### config.mk
export PLATFORM = sky130hd
export DESIGN_NAME = rf_writeback_queue
export DESIGN_NICKNAME = d
export VERILOG_FILES = /design/src/rtl/rf_wb_pkg.sv /design/src/rtl/rf_wb_match.sv /design/src/rtl/rf_writeback_queue.sv
export SDC_FILE = /design/constraint.sdc
export NUM_CORES = 1
export LEC_CHECK = 0
export CORE_AREA = 3 3 147 163
export CTS_CLUSTER_SIZE = 25
export DETAILED_ROUTE_END_ITERATION = 16
export DIE_AREA = 0 0 150 166
export HOLD_SLACK_MARGIN = 0.03
export PLACE_DENSITY_LB_ADDON = 0.1
export SLEW_MARGIN = 20
export SYNTH_ARGS = -nofsm -noshare
export SYNTH_HDL_FRONTEND = slang
export SYNTH_SLANG_ARGS = --single-unit
### constraint.sdc
create_clock -name clk -period 3.88 [get_ports clk]
set_clock_uncertainty 0.2 [all_clocks]
set_input_delay 0.582 -clock clk [delete_from_list [all_inputs] [get_ports clk]]
set_output_delay 0.582 -clock clk [all_outputs]
set_load 0.01 [all_outputs]
### src/rtl/rf_wb_pkg.sv
// Shared types and constants for the register-file writeback queue.
// The optional decode-forwarding path is enabled by defining WB_FORWARD_EN.
package rf_wb_pkg;

  localparam int DEFAULT_DEPTH = 4;
  localparam int WB_ADDR_W     = 5;
  localparam int WB_DATA_W     = 32;

  // Writes that target this index are architecturally discarded.
  localparam logic [WB_ADDR_W-1:0] REG_ZERO = '0;

  // One queued register-file write. The queue uses these widths for its
  // storage, so the top-level ADDR_W/DATA_W must equal WB_ADDR_W/WB_DATA_W.
  typedef struct packed {
    logic [WB_ADDR_W-1:0] wn;
    logic [WB_DATA_W-1:0] wd;
  } wb_entry_t;

endpackage

### src/rtl/rf_wb_match.sv
// Per-source-index matcher over queued writes plus the output register.
// Produces the pending flag and, when WB_FORWARD_EN is defined, the data of
// the youngest matching write. Entries arrive in age order (index 0 = oldest).
module rf_wb_match
  import rf_wb_pkg::*;
#(
  parameter int DEPTH  = DEFAULT_DEPTH,
  parameter int ADDR_W = WB_ADDR_W,
  parameter int DATA_W = WB_DATA_W
) (
  input  logic [ADDR_W-1:0]             chk_rn,
  input  logic [DEPTH-1:0]              ent_valid,
  input  logic [DEPTH-1:0][ADDR_W-1:0]  ent_wn,
  input  logic                          out_valid,
  input  logic [ADDR_W-1:0]             out_wn,
`ifdef WB_FORWARD_EN
  input  logic [DEPTH-1:0][DATA_W-1:0]  ent_wd,
  input  logic [DATA_W-1:0]             out_wd,
`endif
  output logic                          pend,
  output logic                          fwd_hit,
  output logic [DATA_W-1:0]             fwd_data
);

  logic [DEPTH-1:0] ent_hit;
  logic             out_hit;

  // Compare the source index against every live queue slot.
  always_comb begin
    for (int k = 0; k < DEPTH; k++) begin
      ent_hit[k] = ent_valid[k] && (ent_wn[k] == chk_rn);
    end
  end

  assign out_hit = out_valid && (out_wn == chk_rn);
  assign pend    = (chk_rn != ADDR_W'(REG_ZERO)) && ((|ent_hit) || out_hit);

`ifdef WB_FORWARD_EN
  // Youngest match wins: output register is oldest, later queue slots override.
  always_comb begin
    // NOTE: every combinationally assigned signal gets a default first so no path leaves it unassigned and infers a latch.
    fwd_data = '0;
    if (pend) begin
      if (out_hit) fwd_data = out_wd;
      for (int k = 0; k < DEPTH; k++) begin
        if (ent_hit[k]) fwd_data = ent_wd[k];
      end
    end
  end

  assign fwd_hit = pend;
`else
  // Forwarding absent: decode stalls on pend instead.
  assign fwd_hit  = 1'b0;
  assign fwd_data = '0;
`endif

endmodule

### src/rtl/rf_writeback_queue.sv
// Write-side front end of the 32x32 register file. Merges the in-order
// MEM/WB result (port A, priority) and the mul/div result (port B) into an
// in-order FIFO that drains one write per cycle into regWrite/wn/wd.
// Define WB_FORWARD_EN to enable forwarding of queued data to decode.
module rf_writeback_queue
  import rf_wb_pkg::*;
#(
  parameter int DEPTH  = DEFAULT_DEPTH,
  parameter int DATA_W = WB_DATA_W,
  parameter int ADDR_W = WB_ADDR_W
) (
  input  logic                         clk,
  input  logic                         rst_n,
  input  logic                         a_valid,
  output logic                         a_ready,
  input  logic [ADDR_W-1:0]            a_wn,
  input  logic [DATA_W-1:0]            a_wd,
  input  logic                         b_valid,
  output logic                         b_ready,
  input  logic [ADDR_W-1:0]            b_wn,
  input  logic [DATA_W-1:0]            b_wd,
  output logic                         regWrite,
  output logic [ADDR_W-1:0]            wn,
  output logic [DATA_W-1:0]            wd,
  input  logic [ADDR_W-1:0]            chk_rn1,
  input  logic [ADDR_W-1:0]            chk_rn2,
  output logic                         pend1,
  output logic                         pend2,
  output logic                         fwd_hit1,
  output logic [DATA_W-1:0]            fwd_data1,
  output logic                         fwd_hit2,
  output logic [DATA_W-1:0]            fwd_data2,
  output logic [$clog2(DEPTH+1)-1:0]   level
);

  localparam int PTR_W = $clog2(DEPTH);
  localparam int CNT_W = $clog2(DEPTH + 1);
  localparam logic [CNT_W-1:0] FULL = CNT_W'(DEPTH);

  wb_entry_t         mem [DEPTH];
  logic [PTR_W-1:0]  rd_ptr;
  logic [PTR_W-1:0]  wr_ptr;
  logic [PTR_W-1:0]  b_slot;
  logic [CNT_W-1:0]  count;
  logic              a_accept;
  logic              b_accept;
  logic              a_push;
  logic              b_push;
  logic              pop;

  // Ready depends only on the registered occupancy; a same-cycle pop earns no
  // credit. B sees the slot A is about to take, so A wins the last free slot.
  assign a_ready  = rst_n && (count < FULL);
  assign a_accept = a_valid && a_ready;
  assign b_ready  = rst_n && ((count + CNT_W'(a_accept)) < FULL);
  assign b_accept = b_valid && b_ready;

  // Writes to r0 complete the handshake but are dropped.
  assign a_push = a_accept && (a_wn != ADDR_W'(REG_ZERO));
  assign b_push = b_accept && (b_wn != ADDR_W'(REG_ZERO));
  assign pop    = (count != '0);
  assign b_slot = wr_ptr + PTR_W'(a_push);
  assign level  = count;

  // Store accepted results: A at the tail, B directly behind it.
  // NOTE: the storage array is deliberately not reset; count alone decides which slots are live, so stale contents are never observed.
  always_ff @(posedge clk) begin
    if (a_push) mem[wr_ptr] <= '{wn: a_wn, wd: a_wd};
    if (b_push) mem[b_slot] <= '{wn: b_wn, wd: b_wd};
  end

  // Pointer/occupancy bookkeeping and the registered register-file write port.
  always_ff @(posedge clk or negedge rst_n) begin
    if (!rst_n) begin
      rd_ptr   <= '0;
      wr_ptr   <= '0;
      count    <= '0;
      regWrite <= 1'b0;
      wn       <= '0;
      wd       <= '0;
    end else begin
      // NOTE: state uses non-blocking assignments so every register samples pre-edge values, independent of statement order.
      wr_ptr   <= wr_ptr + PTR_W'(a_push) + PTR_W'(b_push);
      count    <= count + CNT_W'(a_push) + CNT_W'(b_push) - CNT_W'(pop);
      regWrite <= pop;
      if (pop) begin
        wn     <= mem[rd_ptr].wn;
        wd     <= mem[rd_ptr].wd;
        rd_ptr <= rd_ptr + PTR_W'(1);
      end
    end
  end

  // Age-ordered view of the queue for the matchers (index 0 = head/oldest).
  logic [DEPTH-1:0][ADDR_W-1:0] age_wn;
  logic [DEPTH-1:0]             age_valid;
`ifdef WB_FORWARD_EN
  logic [DEPTH-1:0][DATA_W-1:0] age_wd;
`endif

  // Rotate storage by the read pointer and mark slots below count as live.
  always_comb begin
    for (int k = 0; k < DEPTH; k++) begin
      age_wn[k]    = mem[rd_ptr + PTR_W'(k)].wn;
      age_valid[k] = (CNT_W'(k) < count);
`ifdef WB_FORWARD_EN
      age_wd[k]    = mem[rd_ptr + PTR_W'(k)].wd;
`endif
    end
  end

  rf_wb_match #(.DEPTH(DEPTH), .ADDR_W(ADDR_W), .DATA_W(DATA_W)) u_match1 (
    .chk_rn    (chk_rn1),
    .ent_valid (age_valid),
    .ent_wn    (age_wn),
    .out_valid (regWrite),
    .out_wn    (wn),
`ifdef WB_FORWARD_EN
    .ent_wd    (age_wd),
    .out_wd    (wd),
`endif
    .pend      (pend1),
    .fwd_hit   (fwd_hit1),
    .fwd_data  (fwd_data1)
  );

  rf_wb_match #(.DEPTH(DEPTH), .ADDR_W(ADDR_W), .DATA_W(DATA_W)) u_match2 (
    .chk_rn    (chk_rn2),
    .ent_valid (age_valid),
    .ent_wn    (age_wn),
    .out_valid (regWrite),
    .out_wn    (wn),
`ifdef WB_FORWARD_EN
    .ent_wd    (age_wd),
    .out_wd    (wd),
`endif
    .pend      (pend2),
    .fwd_hit   (fwd_hit2),
    .fwd_data  (fwd_data2)
  );

endmodule
==> metrics.md <==
| Metric | Value |
|---|---|
| Predominant post-synthesis flop cell | edfxtp_1 |
| Fill cells | 1828 |
| Placed cell areas | 0.0124 sq mm |
| Area grow syn2layout | 21.7% |
| Non-Filler Instances | 1191 |
| Vias in the first global route | 6961 |
| Final net count | 978 |
| Rel. slew slack | 52.5% |
| CTS tree | done |
| Leak pwr | 4.82 nW |
| Crit. path cell count | 8 |
| Crit Path Class | flop to primary output |
| Final Hold Fails | 0 |
| Mapped Area | 0.0107 sq mm |
| Buffer depth of the longest clock path | 2 |
| CP bufs+invs | 2 |
| Antenna cells | 0 |
| Die W | 150 microns |
| Reg2reg start | level[2]$_DFF_PN0_ |
| Internal | 5.57 mW |
| Final design utilization | 58.4% |
| Maximum Capacitance Violations | 0 |
| Worst-Margin Slew | 0.713 ns |
| Mean Syn Cell Area | 14.5 sq um |
| Clock Power Share | 20.7% |
| Die ar. | 0.0249 sq mm |
| IO Count | 199 |
| Async SR Flop Fraction | 23.3% |
| Remaining Overflow, GRT | 0 |
| Clock transition at the registers of the reported paths | 0.07 ns |
| Root Buffer | clkbuf_16 |
| Crit-path cells | buf_4 -> mux4_2 -> xor2_1 -> nor4_1 -> nand3_1 -> o311a_1 -> a21oi_2 -> dlygate4sd2_1 |
| HP Class | input pin to asynchronous set/reset pin |
| CTS Sinks | 193 |
| DR vias | 6350 |
| Number of H-tree levels | 4 |
| Final Cycle Share | 93.3% |
| Layout cell share with drive strength beyond 1 | 31.6% |
| Worst hold slack | 0.0613 ns |
| DRC | 0 |
| Top Usage Layer GRT | met2 |
| Register area share after synthesis | 52.1% |
| Critical Path Slowest Stage Cell | mux4_2 |
| Initial Util | 48.0% |
| Crit-path max cell delay | 0.56 ns |
| # rows | 57 |
| RR Endpoint | mem[1][0]$_DFFE_PP_ |
| Syn Inst Count | 735 |
| Net Sw Frac | 34.3% |
| FF-to-FF path depth | 10 |
| RSZ-0062 raised after global routing | no |
| Ranking of synthesized cells by area | edfxtp_1, mux4_2, mux2_2 |
| Port bufs | 132 |
| GR Layer Usage met1 | 26.9% |
| Vias/cell | 5.33 |
| Post-layout min period | 3.62 ns |
| Clk_lat worst skew | 0.43 ns |
| Area leader, netlist | edfxtp_1 |
| Post-Place Worst Slack | 0.0785 ns |
| Commonest cells post-synth | edfxtp_1, nand2_1, mux2_2 |
| Gpl congestion | 0.813 |
| Multi-input logic area | 0.00463 sq mm |
| Sequential power share | 36.4% |
| GRT Total Usage | 21.5% |
| Synth top area share | 41.6% |
| Slew Limit Fails | 0 |
| Flops & latches, synth | 193 |
| Total wire length | 26100 microns |
| FF-to-FF setup slack | 0.91 ns |
| Setup_tns | 0 ns |
| Final instance area | 0.0130 sq mm |
| Post-route ant nets | 0 |
| Vert. Die Dim | 166 microns |
| Data required time of the worst path | 3.10 ns |
| Comb power frac | 42.8% |
| First-pass GRT wire length | 40500 microns |
| DR pass1 iterations | 4 |
| Post-synth EDFFs | 148 |
| CP max FO | 6 |
| Placed cell count | 1152 |
| Drt wl/cell | 21.9 microns |
| Peak Freq | 276 MHz |
| Final setup fails | 0 |
| FF+latch area | 0.00558 sq mm |
| CP top delay family | multiplexers |
| Crit end category | primary output |
| Core area | 0.0223 sq mm |
| NetSw | 2.91 mW |
| Met2 usage | 39.2% |
| Crit path capture | pend2 |
| Yosys cell types | 43 |
| Status | completed |
| P per Cell Area | 651 mW/mm^2 |
| Clock buffer count from CTS | 17 |
| Syn. warnings | 0 |
| Global routing usage on met3 | 3.44% |
| Power, Total | 8.47 mW |
| Crit path launch | rd_ptr[0]$_DFFE_PN0N_ |
| Startpoint types | flop |
| DP Wirelength | 17800 microns |
| Post-CTS Hold Buffers | 0 |
| DRC violation total after the first TritonRoute iteration | 332 |
| Max VDD drop | 0.342 mV |
| Largest net degree at the start of global routing | 46 |
| Count leader, synth | edfxtp_1 |
| Post-route setup slack | 0.261 ns |
| Initial antenna violation count | 0 |
| Crit path DAT | 2.84 ns |
-- final cells by class --
type	count	share of cell area (%)
clock buffer	19	3.33
sequential	193	42.9
timing repair buffer	174	13.9
tap	295	2.84
multi-input combinational	487	35.6
inverter	10	0.289
clock inverter	13	1.15
-- placed cells by master (no fill, tap or decap), types with 3 or more instances in the layout --
master and n:
buf_12 14, buf_4 27, clkbuf_16 17, clkdlybuf4s50_1 129
clkinv_4 3, conb_1 66, dfrtp_1 43, edfxtp_1 148
ha_1 5, inv_1 9, inv_8 4, mux2_1 7
mux2_2 103, mux2_4 38, mux4_2 52, nand2_1 114
nand3_1 6, nand4_1 4, nor2_4 4, nor4_1 5
or4_1 3, xnor2_1 26, xor2_1 29
-- worst min-delay path by stage --
stage / startpoint / to / slack, ns
5_1_grt: rst_n / wn[4]$_DFFE_PN0N_ / 0.12
3_5_place_dp: wd[24]$_DFFE_PN0N_ / wd[24]$_DFFE_PN0N_ / 0.25
6_report: rst_n / level[2]$_DFF_PN0_ / 0.06
3_3_place_gp: wd[7]$_DFFE_PN0N_ / wd[7]$_DFFE_PN0N_ / 0.25
2_1_floorplan: rst_n / level[0]$_DFF_PN0_ / 0.09
4_1_cts: rst_n / wn[4]$_DFFE_PN0N_ / 0.11
-- power groups by stage --
stage	registers, mW	clock network, mW	logic [mW]
2_1_floorplan	3.11	0	2.25
3_3_place_gp	3.12	0	3.56
3_5_place_dp	3.15	0	3.59
4_1_cts	3.09	1.79	3.70
5_1_grt	3.15	1.87	3.94
6_report	3.09	1.76	3.63
-- kinds of logic (layout without fill, tap and decap cells) --
family,Yosys count,in the layout,share of synthesized area (%)
adders and majority gates,7,7,0.960
and+or+nand+nor,146,146,5.94
xor gates and xnor gates,55,55,4.51
buffers and inverters,120,216,7.47
AOI/OAI and AO/OA,13,13,1.08
DFF,193,193,52.1
muxes,200,200,27.9
other,1,66,0.0351
-- sequential cells by signal (all words and copies together) (netlist names) --
register and cells:
mem 148, wn 5, wr_ptr 2, level 3, rd_ptr 2, wd 32
regWrite 1
-- what timing repair did --
item                                    CTS  global route
gates resized for setup                   7             0
buffers inserted                          7             0
endpoints found under the setup margin    2             0
-- metal layers --
layer  up-vias  share of wire (%)
met1      3296                 41
met4         0                1.2
met5         -                  0
li1       2876                  -
met2       158                 54
met3        20                3.5
(Power assumes the default switching activity.)
